**src/rtl/pipe_ctrl_pkg.sv**
```systemverilog
// Shared pipeline definitions: controller state encoding and register-file constants.
package pipe_ctrl_pkg;

    localparam int REG_W = 5;
    localparam logic [REG_W-1:0] REG_ZERO = '0;
    localparam int WAIT_W = 8;

    typedef enum logic [1:0] {
        ST_RUN      = 2'd0,
        ST_MEM_WAIT = 2'd1,
        ST_ERR      = 2'd2
    } pipe_state_e;

endpackage

```
**src/rtl/pipe_ctrl_load_use_detect.sv**
```systemverilog
// Load-use hazard compare between the EX load destination and the ID source registers.
module load_use_detect
    import pipe_ctrl_pkg::*;
(
    input  logic [REG_W-1:0] id_rs,
    input  logic [REG_W-1:0] id_rt,
    input  logic             id_use_rs,
    input  logic             id_use_rt,
    input  logic             ex_load,
    input  logic [REG_W-1:0] ex_dst,
    output logic             hazard
);

    logic [REG_W-1:0] src_reg_num [2];
    logic [1:0]       src_used;
    logic [1:0]       src_match;

    assign src_reg_num[0] = id_rs;
    assign src_reg_num[1] = id_rt;
    assign src_used       = {id_use_rt, id_use_rs};

    genvar gi;
    generate
        for (gi = 0; gi < 2; gi++) begin : g_src_cmp
            assign src_match[gi] = src_used[gi] && (src_reg_num[gi] == ex_dst);
        end
    endgenerate

    // Register zero is hardwired, so a load targeting it never creates a dependency.
    assign hazard = ex_load && (ex_dst != REG_ZERO) && (|src_match);

endmodule

```
**src/rtl/pipe_ctrl.sv**
```systemverilog
// Pipeline hazard/stall controller: memory-wait FSM, load-use stall, branch flush and event counters.
module pipe_ctrl
    import pipe_ctrl_pkg::*;
#(
    parameter int MEM_TIMEOUT = 15,
    parameter int CNT_W       = 16
) (
    input  logic             clk,
    input  logic             rst,
    input  logic [REG_W-1:0] id_rs,
    input  logic [REG_W-1:0] id_rt,
    input  logic             id_use_rs,
    input  logic             id_use_rt,
    input  logic             ex_load,
    input  logic [REG_W-1:0] ex_dst,
    input  logic             branch_taken,
    input  logic             mem_req,
    input  logic             mem_ack,
    output logic             hold_pc,
    output logic             pause_fi_id,
    output logic             pause_id_ex,
    output logic             pause_ex_mem,
    output logic             pause_mem_wb,
    output logic             flush_fi_id,
    output logic             mem_err,
    output logic [CNT_W-1:0] stall_cnt,
    output logic [CNT_W-1:0] flush_cnt
);

    localparam logic [WAIT_W-1:0] WAIT_LAST = WAIT_W'(MEM_TIMEOUT - 1);

    pipe_state_e       state_reg, state_next;
    logic [WAIT_W-1:0] wait_cnt_reg, wait_cnt_next;
    logic              mem_err_reg, mem_err_next;
    logic [CNT_W-1:0]  stall_cnt_reg, stall_cnt_next;
    logic [CNT_W-1:0]  flush_cnt_reg, flush_cnt_next;

    logic load_use;
    logic freeze_all;
    logic lu_stall;
    logic br_flush;
    logic any_pause;

    load_use_detect u_load_use_detect (
        .id_rs     (id_rs),
        .id_rt     (id_rt),
        .id_use_rs (id_use_rs),
        .id_use_rt (id_use_rt),
        .ex_load   (ex_load),
        .ex_dst    (ex_dst),
        .hazard    (load_use)
    );

    always_ff @(posedge clk or negedge rst) begin
        if (!rst) begin
            state_reg     <= ST_RUN;
            wait_cnt_reg  <= '0;
            mem_err_reg   <= 1'b0;
            stall_cnt_reg <= '0;
            flush_cnt_reg <= '0;
        end else begin
            state_reg     <= state_next;
            wait_cnt_reg  <= wait_cnt_next;
            mem_err_reg   <= mem_err_next;
            stall_cnt_reg <= stall_cnt_next;
            flush_cnt_reg <= flush_cnt_next;
        end
    end

    // Next state plus the three mutually exclusive control actions, in priority order.
    always_comb begin
        state_next    = state_reg;
        wait_cnt_next = wait_cnt_reg;
        mem_err_next  = mem_err_reg;
        freeze_all    = 1'b0;
        lu_stall      = 1'b0;
        br_flush      = 1'b0;

        case (state_reg)
            ST_RUN: begin
                if (mem_req && !mem_ack) begin
                    freeze_all    = 1'b1;
                    state_next    = ST_MEM_WAIT;
                    wait_cnt_next = '0;
                end else if (load_use) begin
                    lu_stall = 1'b1;
                end else if (branch_taken) begin
                    br_flush = 1'b1;
                end
            end
            ST_MEM_WAIT: begin
                freeze_all = 1'b1;
                if (mem_ack) begin
                    state_next    = ST_RUN;
                    wait_cnt_next = '0;
                end else begin
                    wait_cnt_next = wait_cnt_reg + WAIT_W'(1);
                    if (wait_cnt_reg >= WAIT_LAST) begin
                        state_next   = ST_ERR;
                        mem_err_next = 1'b1;
                    end
                end
            end
            ST_ERR: begin
                freeze_all = 1'b1;
            end
            default: begin
                state_next    = ST_RUN;
                wait_cnt_next = '0;
            end
        endcase

        // Outputs are forced low while reset is held, independent of the inputs.
        if (!rst) begin
            freeze_all = 1'b0;
            lu_stall   = 1'b0;
            br_flush   = 1'b0;
        end
    end

    assign hold_pc      = freeze_all || lu_stall;
    assign pause_fi_id  = freeze_all || lu_stall;
    // A load-use stall leaves ID/EX running so a single bubble enters EX.
    assign pause_id_ex  = freeze_all;
    assign pause_ex_mem = freeze_all;
    assign pause_mem_wb = freeze_all;
    assign flush_fi_id  = br_flush;

    assign any_pause = pause_fi_id || pause_id_ex || pause_ex_mem || pause_mem_wb;

    always_comb begin
        stall_cnt_next = stall_cnt_reg;
        flush_cnt_next = flush_cnt_reg;
        if (any_pause && (stall_cnt_reg != '1)) begin
            stall_cnt_next = stall_cnt_reg + CNT_W'(1);
        end
        if (flush_fi_id && (flush_cnt_reg != '1)) begin
            flush_cnt_next = flush_cnt_reg + CNT_W'(1);
        end
    end

    assign mem_err   = mem_err_reg;
    assign stall_cnt = stall_cnt_reg;
    assign flush_cnt = flush_cnt_reg;

endmodule

```
**config.mk**
```make
export PLATFORM = sky130hd
export DESIGN_NAME = pipe_ctrl
export DESIGN_NICKNAME = d
export VERILOG_FILES = /design/src/rtl/pipe_ctrl_pkg.sv /design/src/rtl/pipe_ctrl_load_use_detect.sv /design/src/rtl/pipe_ctrl.sv
export SDC_FILE = /design/constraint.sdc
export NUM_CORES = 1
export LEC_CHECK = 0
export BUFFER_PORTS_ARGS = -buffer_cell sky130_fd_sc_hd__buf_2
export CELL_PAD_IN_SITES_DETAIL_PLACEMENT = 1
export CELL_PAD_IN_SITES_GLOBAL_PLACEMENT = 1
export CORE_MARGIN = 2
export CORE_UTILIZATION = 25
export DETAILED_ROUTE_END_ITERATION = 16
export GPL_TIMING_DRIVEN = 0
export PLACE_DENSITY = 0.64
export SLEW_MARGIN = 15
export SYNTH_ARGS = -nofsm -noshare
export SYNTH_HDL_FRONTEND = slang
export SYNTH_SLANG_ARGS = --single-unit
```
**constraint.sdc**
```tcl
create_clock -name clk -period 5.7 [get_ports clk]
set_input_delay 0.57 -clock clk [delete_from_list [all_inputs] [get_ports clk]]
set_output_delay 0.57 -clock clk [all_outputs]
set_load 0.01 [all_outputs]
```
==> summary.md <==
| Metric | Value |
|---|---|
| Worst path cell trace | `buf_2, nand4_1, a21oi_4, buf_6, buf_2` |
| Tot Pwr | `0.888 mW` |
| Ys flop type | `dfrtp_1` |
| Final antenna-violating net count | `0` |
| Clock-pin slew on the worst setup and hold paths | `0.08 ns` |
| Fin Clk Skew | `0.00327 ns` |
| Final core occ | `0.317` |
| Status | `completed` |
| Clk sink count | `43` |
| Slowest-stage cell, CP | `buf_2` |
| Layout Area Growth over Synthesis | `22.9%` |
| Power per Cell Area | `302 nW/um2` |
| Synth async-reset ratio | `1.00` |
| Post-Route Setup TNS | `0 ns` |
| Post-CTS setup buffers | `0` |
| Setup WS pre-CTS | `2.76 ns` |
| Largest cells by area after synthesis | `dfrtp_1 (45%), xnor2_1 (10%), xor2_1 (4.4%)` |
| Vias | `1985` |
| Detailed placement HPWL | `4410 um` |
| Final worst-path cycle share | `0.500` |
| Worst-Margin Slew | `1.03 ns` |
| GP Congestion | `0.773` |
| Fin. max-slew vios | `0` |
| Via density | `4.55` |
| Clk_lat worst skew | `0.29 ns` |
| Post-synth EDFFs | `0` |
| Initial Util | `0.258` |
| Clk buf depth | `2` |
| Post-Syn Area | `2390 um2` |
| First-pass GRT wire length | `10100 um` |
| Number of distinct library cells after synthesis | `37` |
| Post-synthesis sequential area ratio | `0.449` |
| Row count | `35` |
| Worst hold-check path type | `primary input to asynchronous set/reset pin` |
| RSZ-0062 raised after global routing | `false` |
| #FFs+latches synth | `43` |
| Final critical-path required period | `2.85 ns` |
| Final hold vios | `0` |
| Max Cap Violations | `0` |
| CP Buf/Inv Count | `3` |
| Cts repair resizes | `0` |
| Final setup vio count | `0` |
| Largest net degree at the start of global routing | `47` |
| Diodes inserted | `0` |
| Storage cell area | `1080 um2` |
| Max FO, Critical Path | `46` |
| Cell taking the most area after synthesis | `dfrtp_1` |
| Yosys warns | `0` |
| I/O pin count | `62` |
| Syn Nets | `269` |
| H-tree levels | `2` |
| Post-synth top cells | `dfrtp_1 (43), xnor2_1 (28), nand2_1 (19), nand3_1 (19), nand4_1 (14)` |
| Cell repeated most along the worst path | `buf_2` |
| Crit-path max cell delay | `0.76 ns` |
| Most frequent cell after synthesis | `dfrtp_1` |
| Nets@finish | `337` |
| Remaining Overflow, GRT | `0` |
| Pre-antenna DRT Iters | `4` |
| Kind of critical path | `primary input to output port` |
| CTS buffer count | `5` |
| Slew Limit Headroom | `0.316` |
| Setup ws final | `2.85 ns` |
| TritonCTS clock tree | `built` |
| Core area | `9280 um2` |
| Die Wd | `102 um` |
| Crit path capture type | `output port` |
| WP data required | `5.13 ns` |
| Startpoint types | `primary input` |
| Starting DRT DRC Count | `53` |
| Fmax | `351 MHz` |
| # DRC | `0` |
| Die H | `102 um` |
| CTS Hold Buffers Added | `0` |
| Initial antenna violation count | `0` |
| Fillers | `1101` |
| Peak VDD IR | `0.000103 V` |
| Placed Instance Area | `2860 um2` |
| Layout cells sized above 1 | `0.270` |
| Multi-input combinational cell area | `1230 um2` |
| Total track usage | `0.119` |
| Per-cell routed wire length | `13.2 um` |
| Final instance area | `2940 um2` |
| Crit-path leading delay family | `buffers and inverters` |
| Syn Area/Cell | `10.1 um2` |
| Root buffer cell | `clkbuf_8` |
| Arr. time, crit path | `2.28 ns` |
| Post-Syn Instances | `238` |
| Lkg Pwr | `1.42 nW` |
| Vias in the first global route | `2166` |
| I/O Buffers | `61` |
| Die area | `10400 um2` |
| Final wirelength | `5780 um` |
| Synth top area share | `0.449` |
[path summary, 6_finish.rpt]
kind / start / end / slack [ns] / cells past startpoint
worst max-delay path: rst / flush_fi_id / 2.85 / 5
worst min-delay path: rst / stall_cnt[13] / 0.44 / 1
worst max register to register: state_reg[1] / stall_cnt[1] / 3.32 / 8
worst min register to register: mem_err / mem_err / 0.46 / 1
max in group asynchronous: rst / flush_cnt[6] / 4.62 / 1
min in group clk: mem_err / mem_err / 0.46 / 1
[cell usage in the layout, fill, tap and decap left out, types with 2 or more instances in the layout]
master	instances
nor2b_1	2
nor4_2	2
xnor2_1	28
clkbuf_8	5
and3_1	7
nor2_1	11
a21oi_1	7
nor3_1	7
mux2i_1	2
buf_6	2
buf_4	3
nand2_1	19
a21oi_4	2
xor2_1	12
buf_2	61
ha_1	8
nor4_1	5
a21o_1	2
and2_1	2
o21ai_0	9
nand4_1	14
dfrtp_1	43
or3_1	2
nand3_1	19
inv_1	12
clkbuf_1	2
nand2b_1	3
o31ai_1	3
[area by class of cell]
cell class                      instances  area share
Clock buffer                            7      0.0259
Sequential cell                        43       0.366
Inverter                               12      0.0153
Multi-Input combinational cell        178       0.418
Tap cell                              129      0.0548
Buffer                                  5      0.0153
Clock inverter                          1     0.00170
Timing Repair Buffer                   61       0.104
[metrics by stage]
| step | hold slack [ns] | cells |
|---|---|---|
| CTS | 0.470 | 436 |
| global route | 0.518 | 436 |
| detailed placement | 0.451 | 428 |
| global placement | 0.450 | 428 |
| finish | 0.443 | 436 |
| floorplan | 0.274 | 238 |
[per-layer routing]
| metal | up-vias | track usage | part of all wire |
|---|---|---|---|
| li1 | 969 | - | - |
| met1 | 985 | 0.146 | 0.46 |
| met2 | 26 | 0.213 | 0.49 |
| met3 | 5 | 0.0260 | 0.034 |
| met4 | 0 | 0.0308 | 0.0081 |
| met5 | - | 0 | 0 |
[logic make-up after synthesis]
family,synth area share
flip-flops,0.449
multiplexers,0.0240
adder cells (fa/ha/maj),0.0418
AND/OR/NAND/NOR,0.223
buffers and inverters,0.0376
XOR/XNOR,0.146
AO/OA/AOI/OAI,0.0778
[power breakdown]
part	internal (mW)	switching (mW)	total, mW
clock network	0.0862	0.103	0.189
registers	0.349	0.0643	0.414
logic	0.126	0.158	0.284
total	0.562	0.326	0.888
No activity file was read; power rests on OpenSTA's default activity.
